==> src/rtl/oflow_score_calc_min_unit.sv <==
// Running-minimum scanner for score_calc: latches a batch of similarity scores on
// start_calc_min, scans one per cycle and tracks the lowest valid score and its object ID.
module oflow_score_calc_min_unit #(
  parameter int SCORE_W    = 16,
  parameter int ID_W       = 12,
  parameter int NUM_SCORES = 8
) (
  input  logic                          clk,
  input  logic                          reset_N,
  input  logic                          start_calc_min,
  input  logic                          init_min,
  input  logic [NUM_SCORES*SCORE_W-1:0] scores_in,
  input  logic [NUM_SCORES-1:0]         score_valid,
  input  logic [ID_W-1:0]               base_id,
  output logic                          done_calc_min,
  output logic                          busy,
  output logic [SCORE_W-1:0]            min_score,
  output logic [ID_W-1:0]               min_id,
  output logic                          min_found
);

  localparam int IDX_W = $clog2(NUM_SCORES);

  typedef enum logic [1:0] {
    IDLE = 2'd0,
    SCAN = 2'd1,
    DONE = 2'd2
  } state_t;

  state_t r_state;
  state_t w_state_nxt;

  logic [SCORE_W-1:0]    r_scores [NUM_SCORES];
  logic [NUM_SCORES-1:0] r_valid;
  logic [ID_W-1:0]       r_base_id;
  logic [IDX_W-1:0]      r_idx;
  logic                  r_done;
  logic [SCORE_W-1:0]    r_min_score;
  logic [ID_W-1:0]       r_min_id;
  logic                  r_min_found;

  logic                  w_latch;
  logic                  w_clear;
  logic                  w_update;
  logic                  w_last;
  logic [SCORE_W-1:0]    w_cur_score;
  logic [ID_W-1:0]       w_cur_id;

  assign w_cur_score = r_scores[r_idx];
  assign w_cur_id    = r_base_id + ID_W'(r_idx);
  assign w_last      = (r_idx == IDX_W'(NUM_SCORES - 1));

  always_ff @(posedge clk or negedge reset_N) begin
    if (!reset_N) r_state <= IDLE;
    else          r_state <= w_state_nxt;
  end

  always_comb begin
    w_state_nxt = r_state;
    w_latch     = 1'b0;
    w_clear     = 1'b0;
    w_update    = 1'b0;
    busy        = 1'b0;
    unique case (r_state)
      IDLE: begin
        w_clear = init_min;
        if (start_calc_min) begin
          w_latch     = 1'b1;
          w_state_nxt = SCAN;
        end
      end
      SCAN: begin
        busy = 1'b1;
        // Strict compare keeps the earliest entry on ties, across batches too.
        w_update = r_valid[r_idx] && (!r_min_found || (w_cur_score < r_min_score));
        if (w_last) w_state_nxt = DONE;
      end
      DONE: begin
        w_state_nxt = IDLE;
      end
      default: begin
        w_state_nxt = IDLE;
      end
    endcase
  end

  always_ff @(posedge clk or negedge reset_N) begin
    if (!reset_N) begin
      for (int unsigned i = 0; i < NUM_SCORES; i++) r_scores[i] <= '0;
      r_valid   <= '0;
      r_base_id <= '0;
      r_idx     <= '0;
    end else if (w_latch) begin
      for (int unsigned i = 0; i < NUM_SCORES; i++) r_scores[i] <= scores_in[i*SCORE_W +: SCORE_W];
      r_valid   <= score_valid;
      r_base_id <= base_id;
      r_idx     <= '0;
    end else if (r_state == SCAN) begin
      r_idx <= r_idx + 1'b1;
    end
  end

  always_ff @(posedge clk or negedge reset_N) begin
    if (!reset_N) begin
      r_min_score <= '1;
      r_min_id    <= '0;
      r_min_found <= 1'b0;
    end else if (w_clear) begin
      r_min_score <= '1;
      r_min_id    <= '0;
      r_min_found <= 1'b0;
    end else if (w_update) begin
      r_min_score <= w_cur_score;
      r_min_id    <= w_cur_id;
      r_min_found <= 1'b1;
    end
  end

  // Done is registered off the DONE state, so it lands one cycle after DONE itself.
  always_ff @(posedge clk or negedge reset_N) begin
    if (!reset_N) r_done <= 1'b0;
    else          r_done <= (r_state == DONE);
  end

  assign done_calc_min = r_done;
  assign min_score     = r_min_score;
  assign min_id        = r_min_id;
  assign min_found     = r_min_found;

endmodule

==> config.mk <==
export PLATFORM = sky130hd
export DESIGN_NAME = oflow_score_calc_min_unit
export DESIGN_NICKNAME = d
export VERILOG_FILES = /design/src/rtl/oflow_score_calc_min_unit.sv
export SDC_FILE = /design/constraint.sdc
export NUM_CORES = 1
export LEC_CHECK = 0
export ABC_AREA = 1
export CAP_MARGIN = 20
export CORE_MARGIN = 3
export CORE_UTILIZATION = 40
export CTS_BUF_LIST = sky130_fd_sc_hd__clkbuf_8
export DETAILED_ROUTE_END_ITERATION = 7
export PLACE_DENSITY = 0.68
export SETUP_SLACK_MARGIN = 0.3
export SYNTH_ARGS = -nofsm -noshare
export SYNTH_HDL_FRONTEND = slang
export SYNTH_SLANG_ARGS = --single-unit
==> constraint.sdc <==
create_clock -name clk -period 3.1 [get_ports clk]
set_input_delay 0.62 -clock clk [delete_from_list [all_inputs] [get_ports clk]]
set_output_delay 0.62 -clock clk [all_outputs]
set_load 0.03 [all_outputs]
==> impl_results.md <==
- Hold WC Path Type: input port to asynchronous set/reset pin
- VDD IR max: 0.0004560 V
- GP Congestion: 0.8807
- CP cell instances: buf_12 > o21ai_0 > o22ai_1 > nand2_1 > nand2_1 > ha_1 > nand2_1 > nor2_2 > a211oi_2 > o221a_2 > nand2_2 > nand2_4 > nand2_8 > buf_12 > nand3_1 > nand2_1
- CP endpoint kind: flip-flop
- Crit-path max FO: 33
- CTS H-tree depth: 4
- Die H: 154.4 um
- Vias in the first global route: between 7k and 8k
- Initial antenna violation count: 1
- Synthesis-to-finish area growth: 33.79%
- Clock latency on the worst-skew pair: around 460 ps
- Drt via density: 4.993
- First-pass GRT wire length: 40540 um
- Actual slew at the worst max-slew pin: 1140 ps
- Die area: 0.02383 mm2
- RSZ-0062 raised after global routing: yes
- Data required time of the worst path: 3460 ps
- Tcrit/Tclk final: between 80% and 90%
- Num CTS Buffers: 17
- Setup_tns: 0 ps
- Status: complete, no violations
- Worst slew margin: between 20% and 30%
- CP startpoint kind: flip-flop
- I/O Buffers: 182
- Final worst path period need: 2760 ps
- Multi-input logic area: 0.003983 mm2
- Setup Viol. Count Final: 0
- CTS tree: built
- Reg area: 0.004602 mm2
- Layout cell share with drive strength beyond 1: between 10% and 20%
- LEAKAGE: a little under 0.006 uW
- # Max-Cap Violations: 0
- Crit-path slowest cell: dfrtp_2
- Area of the mapped netlist: 0.008806 mm2
- Final wirelength: 25650 um
- I/O Pins: between 150 and 200
- F_max: 0.3623 GHz
- Hold slack: 152.8 ps
- Mean post-synth cell area: roughly 7.7 um2
- Net Count, Synth: 1315
- #FFs+latches synth: 183
- GRT Total Usage: 21.40%
- Max incr delay on CP: 460 ps
- CP most frequent cell: nand2_1
- Fill count: 1950
- Antenna Nets Post-Route: 0
- Pre-CTS setup slack: roughly 130 ps
- Final Skew: 12.82 ps
- Worst-path clk slew: around 100 ps
- Largest net degree at the start of global routing: 133
- Synth unique cells: 29
- Sequential cell area fraction in the yosys report: 52.23%
- Power Density: 1141 mW/mm2
- Clock sink count: 183
- Critical Path AT: 3120 ps
- CTS Buffer Depth: 2
- Initial core utilization: between 40% and 50%
- Initial DRC count: 770
- Final Hold Fails: 0
- Hpwl dp: 18540 um
- Post-Synthesis Cells: ~1.1k
- Remaining global-route overflow: 0
- Root Driver: clkbuf_8
- Die extent in x: 154.4 um
- Num rows: 53
- Vias: between 8k and 9k
- Yosys warns: 0
- Residual DRC: 0
- DR WL/cell: approximately 16 um
- WS Path Type: flip-flop to flip-flop
- Final Worst Setup Slack: 339.8 ps
- Core area: ~0.021 mm2
- DRT Pass-1 Iters: 6
- Pins Over Slew Limit: 0
- Fin nets: 1489
[report_power, final]
part / switching, uW / internal, uW / leakage [uW]
registers: 806 / 3600 / 0.00225
clock network: 855 / 755 / 0.000202
logic: 4460 / 2970 / 0.00338
[layout by cell type (no fill, tap or decap), drive strengths merged]
| master | instances |
|---|---|
| a211oi | 2 |
| ha | 20 |
| bufinv | 2 |
| o21a | 1 |
| nand2 | 553 |
| clkinvlp | 3 |
| clkinv | 6 |
| o221a | 1 |
| inv | 51 |
| o22ai | 30 |
| buf | 33 |
| dfrtp | 167 |
| or2 | 1 |
| diode | 1 |
| a21oi | 8 |
| nor2 | 75 |
| nand3 | 52 |
| clkdlybuf4s50 | 181 |
| clkbuf | 22 |
| xor2 | 4 |
| xnor2 | 1 |
| nand4 | 6 |
| o211ai | 2 |
| dfstp | 16 |
| o21ai | 90 |
| nor3 | 1 |
| fa | 1 |
[synth_stat cells, drive strengths merged]
master | instances | area, um2
dfstp | 16 | 420.4
buf | 19 | 96.34
dfrtp | 167 | 4179
o21ai | 90 | 450.4
a211oi | 2 | 15.01
o22ai | 30 | 187.7
nor2 | 75 | 281.5
o211ai | 2 | 15.01
xor2 | 4 | 35.03
o21a | 1 | 7.510
nand3 | 52 | 310.3
ha | 20 | 250.2
nand4 | 6 | 37.54
nand2 | 551 | 2076
inv | 49 | 183.9
or2 | 1 | 6.260
a21oi | 8 | 40.04
xnor2 | 1 | 8.760
nor3 | 1 | 5.000
o221a | 1 | 11.26
fa | 1 | 20.02
clkbuf | 45 | 168.9
[cell type report]
cell class | instances | area share, %
diodes | 1 | 0.02124
clock buffers | 19 | 2.220
clock inverters | 13 | 1.136
inverters | 49 | 1.667
multi-input cells | 848 | 33.80
flip-flops and latches | 183 | 39.06
well taps | 275 | 2.921
repair buffers | 217 | 19.17
[through the flow]
stage / total power (uW) / util [%] / cell area (um2) / std cells
floorplan: 8609 / - / 8811 / 1142
detailed placement: 10790 / 51.48 / 10990 / 1561
CTS: 12590 / 53.61 / 11450 / 1594
global route: 14600 / 55.17 / 11780 / 1605
finish: 13450 / 55.17 / 11780 / 1605
global placement: 10690 / 51.48 / 10990 / 1561
[registers in the layout, indices dropped and copies added (netlist names)]
signal         flops
r_scores         128
min_found          1
r_idx              3
r_base_id         12
r_valid            8
r_state            2
min_score         16
done_calc_min      1
min_id            12
[per-layer routing]
metal,global-route usage [%],vias to the layer above,part of all wire [%]
li1,-,3980,-
met3,3.302,28,5.9
met1,32.45,3730,47
met2,32.05,276,46
met5,0,-,0
met4,5.761,0,1.4
[kinds of logic (layout without fill, tap and decap cells)]
| family | Yosys count | after routing | share of synthesized area [%] |
|---|---|---|---|
| AO/OA/AOI/OAI | 134 | 134 | 8.255 |
| XOR/XNOR | 5 | 5 | 0.4973 |
| adder cells (fa/ha/maj) | 21 | 21 | 3.069 |
| buffers and inverters | 113 | 298 | 5.101 |
| flip-flops | 183 | 183 | 52.23 |
| other | 0 | 1 | 0 |
| AND/OR/NAND/NOR | 686 | 688 | 30.85 |
[path summary, 6_finish.rpt]
kind                         startpoint           end  slack, ps  cells after the start
max                            r_idx[0]    min_id[11]        340                     16
min                             reset_N  r_scores[32]        150                      1
max reg2reg                    r_idx[0]    min_id[11]        340                     16
min reg2reg                r_scores[90]  r_scores[90]        480                      2
max in group asynchronous       reset_N  r_scores[19]       2140                      2
min in group clk           r_scores[90]  r_scores[90]        480                      2
[what timing repair did]
action,4_1_cts,5_1_grt
pin swaps,0,8
hold buffers,0,0
gates resized for setup,7,61
endpoints found under the setup margin,28,29
buffers inserted,0,6
cloned,1,4
[worst max-delay path, delay by kind of cell, from the launching register on]
family,cells,cell delay [ps]
simple gates,9,760
flops,1,460
compound gates,4,810
fa+ha+maj,1,260
buf+inv,2,350
Power figures use the tool's default switching activity.
